==> config.mk <==
export PLATFORM = sky130hd
export DESIGN_NAME = clkduty
export DESIGN_NICKNAME = d
export VERILOG_FILES = /design/src/rtl/clkduty.sv
export SDC_FILE = /design/constraint.sdc
export NUM_CORES = 1
export LEC_CHECK = 0
export CAP_MARGIN = 20
export CORE_MARGIN = 1.5
export CORE_UTILIZATION = 45
export CTS_CLUSTER_DIAMETER = 30
export CTS_CLUSTER_SIZE = 14
export DETAILED_ROUTE_END_ITERATION = 10
export HOLD_SLACK_MARGIN = 0.05
export PLACE_DENSITY = 0.72
export SLEW_MARGIN = 15
export SYNTH_ARGS = -nofsm -noshare
export SYNTH_HDL_FRONTEND = slang
export SYNTH_SLANG_ARGS = --single-unit
export TNS_END_PERCENT = 100
==> constraint.sdc <==
create_clock -name clkin -period 4.3 [get_ports clkin]
set_clock_uncertainty 0.05 [all_clocks]
set_input_delay 0.86 -clock clkin [delete_from_list [all_inputs] [get_ports clkin]]
set_output_delay 0.86 -clock clkin [all_outputs]
set_load 0.02 [all_outputs]
==> src/rtl/clkduty.sv <==
// clkduty: button-controlled PWM (period 100) with 7-seg duty readout.
// Optional debouncer enabled by defining CLKDUTY_DEBOUNCE_EN.
module clkduty #(
  parameter int DEB_CYCLES = 4
) (
  input  logic       clkin,
  input  logic       inc0,
  input  logic       inc1,
  input  logic       dec0,
  input  logic       dec1,
  input  logic       reset,
  output logic       clk,
  output logic       clk2,
  output logic [7:0] d,
  output logic [0:6] d0,
  output logic [0:6] d1,
  output logic [0:6] d2,
  output logic [0:6] d3
);

  localparam logic [0:6] BLANK = 7'b1111111;

  // bit 3 = inc1, 2 = inc0, 1 = dec1, 0 = dec0 (priority order)
  logic [3:0] btn_raw;
  logic [3:0] sync1_q;
  logic [3:0] sync2_q;
  logic [3:0] lvl;
  logic [3:0] prev_q;
  logic [3:0] press;
  logic [7:0] duty_q;
  logic [7:0] duty_d;
  logic [6:0] cnt_q;
  logic [6:0] cnt_d;

  assign btn_raw = {inc1, inc0, dec1, dec0};

  // two-flop synchronizer, idle level is released (1)
  always_ff @(posedge clkin) begin
    if (reset) begin
      sync1_q <= '1;
      sync2_q <= '1;
    end else begin
      sync1_q <= btn_raw;
      sync2_q <= sync1_q;
    end
  end

`ifdef CLKDUTY_DEBOUNCE_EN
  localparam int CW = $clog2(DEB_CYCLES + 1);
  logic [3:0] deb_q;

  for (genvar i = 0; i < 4; i++) begin : g_deb
    logic [CW-1:0] dcnt_q;
    // accept a new level after DEB_CYCLES consecutive differing samples
    always_ff @(posedge clkin) begin
      if (reset) begin
        deb_q[i] <= 1'b1;
        dcnt_q   <= '0;
      end else if (sync2_q[i] == deb_q[i]) begin
        dcnt_q   <= '0;
      end else if (dcnt_q == CW'(DEB_CYCLES - 1)) begin
        deb_q[i] <= sync2_q[i];
        dcnt_q   <= '0;
      end else begin
        dcnt_q   <= dcnt_q + 1'b1;
      end
    end
  end

  assign lvl = deb_q;
`else
  assign lvl = sync2_q;
`endif

  // level history for falling-edge press detection
  always_ff @(posedge clkin) begin
    if (reset) prev_q <= '1;
    else       prev_q <= lvl;
  end

  assign press = prev_q & ~lvl;

  // saturating duty update, highest-priority press wins
  always_comb begin
    duty_d = duty_q;
    priority case (1'b1)
      press[3]: duty_d = (duty_q >= 8'd90) ? 8'd100 : duty_q + 8'd10;
      press[2]: duty_d = (duty_q >= 8'd100) ? 8'd100 : duty_q + 8'd1;
      press[1]: duty_d = (duty_q <= 8'd10) ? 8'd0 : duty_q - 8'd10;
      press[0]: duty_d = (duty_q == 8'd0) ? 8'd0 : duty_q - 8'd1;
      default:  duty_d = duty_q;
    endcase
  end

  // period counter wraps 99 -> 0
  always_comb begin
    cnt_d = (cnt_q == 7'd99) ? 7'd0 : cnt_q + 7'd1;
  end

  // duty and counter state
  always_ff @(posedge clkin) begin
    if (reset) begin
      duty_q <= 8'd50;
      cnt_q  <= 7'd0;
    end else begin
      duty_q <= duty_d;
      cnt_q  <= cnt_d;
    end
  end

  assign d    = duty_q;
  assign clk  = ({1'b0, cnt_q} < duty_q);
  assign clk2 = ~clk;

  function automatic logic [0:6] seg(input logic [3:0] v);
    logic [0:6] s;
    case (v)
      4'd0:    s = 7'b0000001;
      4'd1:    s = 7'b1001111;
      4'd2:    s = 7'b0010010;
      4'd3:    s = 7'b0000110;
      4'd4:    s = 7'b1001100;
      4'd5:    s = 7'b0100100;
      4'd6:    s = 7'b0100000;
      4'd7:    s = 7'b0001111;
      4'd8:    s = 7'b0000000;
      4'd9:    s = 7'b0000100;
      default: s = 7'b1111111;
    endcase
    return s;
  endfunction

  logic       hund;
  logic [3:0] tens;
  logic [3:0] units;

  // decimal split of duty (0..100) with leading-zero blanking
  always_comb begin
    hund = (duty_q >= 8'd100);
    tens = 4'd0;
    for (int k = 1; k <= 9; k++) begin
      if (duty_q >= 8'(10 * k)) tens = 4'(k);
    end
    if (hund) tens = 4'd0;
    units = 4'(duty_q - 8'(tens * 4'd10));
    if (hund) units = 4'd0;
    d0 = seg(units);
    d1 = (duty_q < 8'd10) ? BLANK : seg(tens);
    d2 = hund ? seg(4'd1) : BLANK;
    d3 = BLANK;
  end

endmodule

======== Word-level counts from Yosys, hierarchy flattened ========
Memories as Yosys holds them, arrays and structs flattened.
Cells that the tools add are included.
cells by class
  $add $sub $neg .......................... 6
  $mul .................................... 1
  div/mod/pow operators ................... 0
  order comparisons ....................... 13
  equal/unequal tests ..................... 1
  shift operators ......................... 0
  muxes and demuxes ....................... 21
  bitwise logic cells ..................... 3
  reduce and logical (&&, ||, !) cells .... 3
operator list
  cell                                                                count
  2-to-1 mux 8 bit                                                    8
  2-to-1 mux 4 bit                                                    10
  greater-or-equal comparator 8 x 7 -> 1 bit (second input constant)  4
  greater-or-equal comparator 8 x 6 -> 1 bit (second input constant)  3
  greater-or-equal comparator 8 x 5 -> 1 bit (second input constant)  2
  adder 8 x 1 -> 8 bit (second input constant)                        1
  adder 8 x 4 -> 8 bit (second input constant)                        1
  greater-or-equal comparator 8 x 4 -> 1 bit (second input constant)  1
  less-or-equal comparator 8 x 4 -> 1 bit (second input constant)     1
  zero test 8 bit                                                     1
  less-than comparator 7 x 8 -> 1 bit                                 1
  less-than comparator 8 x 4 -> 1 bit (second input constant)         1
  subtractor 8 x 1 -> 8 bit (second input constant)                   1
  subtractor 8 x 4 -> 8 bit (second input constant)                   1
  adder 7 x 1 -> 7 bit (second input constant)                        1
  == test 7 bit (second input constant)                               1
  2-to-1 mux 7 bit                                                    1
  2-to-1 mux 6 bit                                                    1
  AND 4 bit                                                           1
  multiplier 4 x 3 -> 3 bit (second input constant)                   1
  inverter 4 bit                                                      1
  nonzero test 4 bit                                                  1
  subtractor 4 bit                                                    1
  OR reduction 2 bit                                                  1
  2 further kinds                                                     2
word-level totals
  register bits ........................... 27
  latch bits .............................. 0
  memory bits (writable) .................. 0
  bits in read-only memories .............. 224
  input bits .............................. 6
  output and inout bits ................... 38
  word-level logic and storage cells ...... 55
  memories kept ........................... 2
memories
  memory           words  width  rd ports  clocked after Yosys merged registers in  wr ports  line  source
  (no name shown)  16     7      1         0                                        0         117   case (v)
  (no name shown)  16     7      1         0                                        0         117

======== Logic depth before layout (Yosys ltp) ========
An unclocked memory read counts as a cell.
  word-level depth ........................ 15
  depth in mapped cells ................... 19

======== Least setup slack after synthesis ========
Ideal clock, no wire load.
  path kind ............................... reg2out
  start point ............................. register duty_q[1] (netlist: d[1])
  end point ............................... output d0[4] in the netlist's numbering
  data arrival time ....................... 4008 ps
  data required time ...................... 3390 ps
  setup slack ............................. -618 ps
  stages on the path, launching flop included .. 17
  buffers on the path ..................... 0
  cell sequence ........................... dfxtp_1 ha_1 nand2b_1 a31oi_1 o22ai_1 a221oi_2 a21oi_4 nand2b_2 inv_2 ha_1 inv_1 fa_1 xnor2_1 xnor2_1 xnor2_1 a31oi_1 o221ai_1
on the way
  cells in the longest elaborated chain, start to end .. 15
RTL lines
  element                                     line  source
  start, declared                             30    logic [7:0] duty_q;
  start signal, assigned                      106   duty_q <= duty_d;
  greater-or-equal comparator 8 x 4 -> 1 bit  142   if (duty_q >= 8'(10 * k)) tens = 4'(k);
  2-to-1 mux 1 bit                            142
  2-to-1 mux 4 bit (8 in a row)               142
  2-to-1 mux 4 bit                            144   if (hund) tens = 4'd0;
  multiplier 4 x 3 -> 3 bit                   145   units = 4'(duty_q - 8'(tens * 4'd10));
  subtractor 4 bit                            145
  2-to-1 mux 4 bit (*)                        146   if (hund) units = 4'd0;
  memory (16 x 7 bit) (*)                     --
  end, declared                               15    output logic [0:6] d0,
Mark *: on every way between the ends. The rest lies on a longest branch, timed or not.

======== Worst setup path after layout ========
  start point ............................. register duty_q[2] (netlist: d[2])
  end point ............................... output d0[5] in the netlist's numbering
The elaborated chain is that of the path after synthesis.

==> impl_results.md <==
* CTS tree: yes
* Largest net degree at the start of global routing at 19
* Synthesis Warnings at 0
* Crit-path max FO at 5
* Worst slew pin tran at 0.916 ns
* Fill cell instance count of the final layout at 472
* Worst min-delay path startpoint: sync1_q[1]
* Total via count after detailed routing at 2840
* Core Footprint at 0.00554 mm^2
* Routed len/inst at ~15 um
* Final HPWL DP at 5890 um
* Total clock buffers created by CTS at 3
* Clock tree buffer depth at 2
* Number of enable flip-flop cells after synthesis at 0
* Worst reg2reg path endpoint: d[6]
* Proportion of layout cells with a drive suffix above 1 at 29.4%
* Count of pins on the block boundary at 44
* Starting DRT DRC Count at 117
* Max Transition Viols Final at 0
* Area post-placement at 0.00345 mm^2
* Library cells used by synthesis at 57
* Min Tclk post-route at around 4.5 ns
* Reg-to-Reg Start: d[2]
* Number of antenna violations at the first check in global routing at 0
* Least setup slack across all paths after layout at -0.206 ns
* Power after layout at 1650 uW
* Slew margin rel. at 38.6%
* Max-capacitance violation count at 0
* Leak Pwr at 0.00158 uW
* Die Outline Area at 0.00621 mm^2
* Detailed-route wire length at approximately 7800 um
* Diodes inserted at 0
* TritonRoute pass-1 iters at 4
* Seq/Total Area, Yosys at between 20% and 30%
* Maximum frequency from static timing analysis at 222 MHz
* Horiz. Die Dim at 78.8 um
* DRC viols at 0
* Die span in y at 78.8 um
* Via count of the first global-routing pass at approximately 2700
* Worst Hold Class: flip-flop to flip-flop
* Starting utilization of the core area at 46.7%
* Reg2Reg Depth at 9
* Internal reg-to-reg setup slack at 1.60 ns
* Instance count along the most critical hold path at 1
* Clock root cell: sky130_fd_sc_hd__clkbuf_8
* Required time at the endpoint of the critical path at 3.39 ns
* Setup TNS at -1.12 ns
* Vias per cell at 5.63
* CTS Sinks at 27
* Number of instances in the synthesized netlist at 343
* Crit share post-route at 105%
* Power density of the placed cells at 453 mW/mm^2
* First-pass GRT wire length at approximately 13000 um
* Final Net Count at 466
* Max VDD drop at 0.000420 V
* Clock Latency Late Sink at ~0.28 ns
* Antenna Nets Post-Route at 0
* Total number of H-tree levels at 1
* Clock input transition at the sequential cells of the worst setup and hold paths at roughly 0.09 ns
* Failing checks: negative setup slack
* Area grow syn2layout at 40.7%
* Synth Cell Area at between 0.002 and 0.003 mm^2
* Area share of the largest cell type after synthesis at a little over a fifth
* Final hold viol count at 0
* Unrepaired setup endpoints after global routing: yes
* Final weighted congestion in routability-driven placement at 0.969
* CP startpoint kind: flip-flop
* Total gr overflow at 0
* Worst Hold End: lvl[1]
* Number of placement rows at 27
* Source of the critical timing path: d[2]
* Final instance area at 0.00364 mm^2
* Result of the run: complete, but fails checks
* Synth Area per Inst at 7.54 um^2
* Worst Path Arrival at 3.60 ns
* Count of final setup violators at 7
* Cell with the most instances after synthesis: sky130_fd_sc_hd__nand2_1
* Top_reg_cell synth: sky130_fd_sc_hd__dfxtp_1
* Sort of element at the end of the critical path: output port
* Share of flip-flops with an asynchronous set or reset after synthesis at 0%
* Count of state elements after synthesis at 27
* Category of the most critical setup path: flip-flop to output port
* Top cell types by occurrence after synthesis: 35 x sky130_fd_sc_hd__nand2_1, 32 x sky130_fd_sc_hd__nor2_1, 27 x sky130_fd_sc_hd__dfxtp_1
* GRT Total Usage at 25.4%
* Buffers added on ports at 31
* Synth area leader: sky130_fd_sc_hd__dfxtp_1
* Final hold slack at about 0.37 ns
* Dominant cells by area after synthesis: sky130_fd_sc_hd__dfxtp_1 21%, sky130_fd_sc_hd__ha_1 13%, sky130_fd_sc_hd__nand2_1 5.1%
## layer usage
layer,up-vias,part of all wire [%],GRT usage (%)
li1,1382,-,-
met4,0,3.4,11.1
met2,128,50,46.3
met5,-,0,0
met1,1303,41,30.4
met3,27,5.7,2.07
## placed cells by master (no fill, tap or decap), types with 15 or more instances in the layout
cell type / Yosys / routed
sky130_fd_sc_hd__buf_4: 13 / 70
sky130_fd_sc_hd__nor2_1: 32 / 32
sky130_fd_sc_hd__nand2_1: 35 / 32
sky130_fd_sc_hd__clkdlybuf4s50_1: 0 / 24
sky130_fd_sc_hd__ha_1: 26 / 23
sky130_fd_sc_hd__dfxtp_1: 27 / 23
sky130_fd_sc_hd__a21oi_1: 24 / 22
sky130_fd_sc_hd__o21ai_0: 20 / 20
sky130_fd_sc_hd__inv_1: 17 / 15
## metrics by stage
stage	instances	setup slack [ns]	util, %
2_1_floorplan	354	-0.0197	-
3_3_place_gp	493	-0.272	62.3
4_1_cts	502	-0.141	64.7
6_report	504	-0.206	65.7
3_5_place_dp	493	-0.371	62.3
5_1_grt	504	-0.345	65.7
## final cells by class
| cell class | instances | area [um^2] | share of cell area (%) |
|---|---|---|---|
| Timing Repair Buffer | 99 | 816 | 22.4 |
| Inverter | 19 | 76.3 | 2.10 |
| Sequential cell | 27 | 551 | 15.1 |
| Clock buffer | 4 | 45.0 | 1.24 |
| Multi-Input combinational cell | 283 | 2060 | 56.7 |
| Tap cell | 72 | 90.1 | 2.48 |
## worst max-delay path: stages (launching register included)
cell and delay, ns:
sky130_fd_sc_hd__dfxtp_4 0.41, sky130_fd_sc_hd__ha_4 0.16, sky130_fd_sc_hd__nand2b_4 0.07, sky130_fd_sc_hd__a31oi_4 0.16, sky130_fd_sc_hd__o22ai_2 0.11, sky130_fd_sc_hd__a221oi_2 0.31
sky130_fd_sc_hd__a21oi_4 0.09, sky130_fd_sc_hd__nand2b_4 0.16, sky130_fd_sc_hd__inv_4 0.06, sky130_fd_sc_hd__ha_4 0.11, sky130_fd_sc_hd__inv_2 0.03, sky130_fd_sc_hd__fa_2 0.42
sky130_fd_sc_hd__xnor2_4 0.25, sky130_fd_sc_hd__xnor2_4 0.17, sky130_fd_sc_hd__mux2_4 0.36, sky130_fd_sc_hd__a21oi_2 0.13, sky130_fd_sc_hd__o221a_1 0.21, sky130_fd_sc_hd__buf_6 0.12
## cell families (layout without fill, tap and decap cells)
kind of cell	Yosys count	in the layout	share of synthesized area, %
AO/OA/AOI/OAI	99	99	26.5
XOR/XNOR	15	15	5.08
adder cells (fa/ha/maj)	27	27	13.4
buffers and inverters	44	122	8.51
flip-flops	27	27	20.9
multiplexers	2	2	0.967
other	1	12	0.145
AND/OR/NAND/NOR	128	128	24.6
## what timing repair did
action                     in CTS  in global routing
hold endpoints to repair        0                  0
buffers inserted                5                  2
hold buffers                    0                  0
cloned                          0                  0
resized for setup              46                  6
pin swaps                      11                  8
setup endpoints to repair       7                  7
## worst max path at each step
| stage | to |
|---|---|
| after floorplan | d0[5] |
| after global placement | d0[5] |
| after detailed placement | d0[5] |
| after CTS | d0[0] |
| after global routing | d0[4] |
| final | d0[5] |
## power breakdown
group / internal, uW / switching [uW] / total (uW)
clock: 66.6 / 78.5 / 145
sequential: 265 / 18.3 / 284
combinational: 592 / 629 / 1220
## flip-flops by register name (all words and copies together), names as in the netlist
| name | cells |
|---|---|
| d | 8 |
| cnt_q | 7 |
| lvl | 4 |
| prev_q | 4 |
| sync1_q | 4 |
No activity file was read; power rests on OpenSTA's default activity.
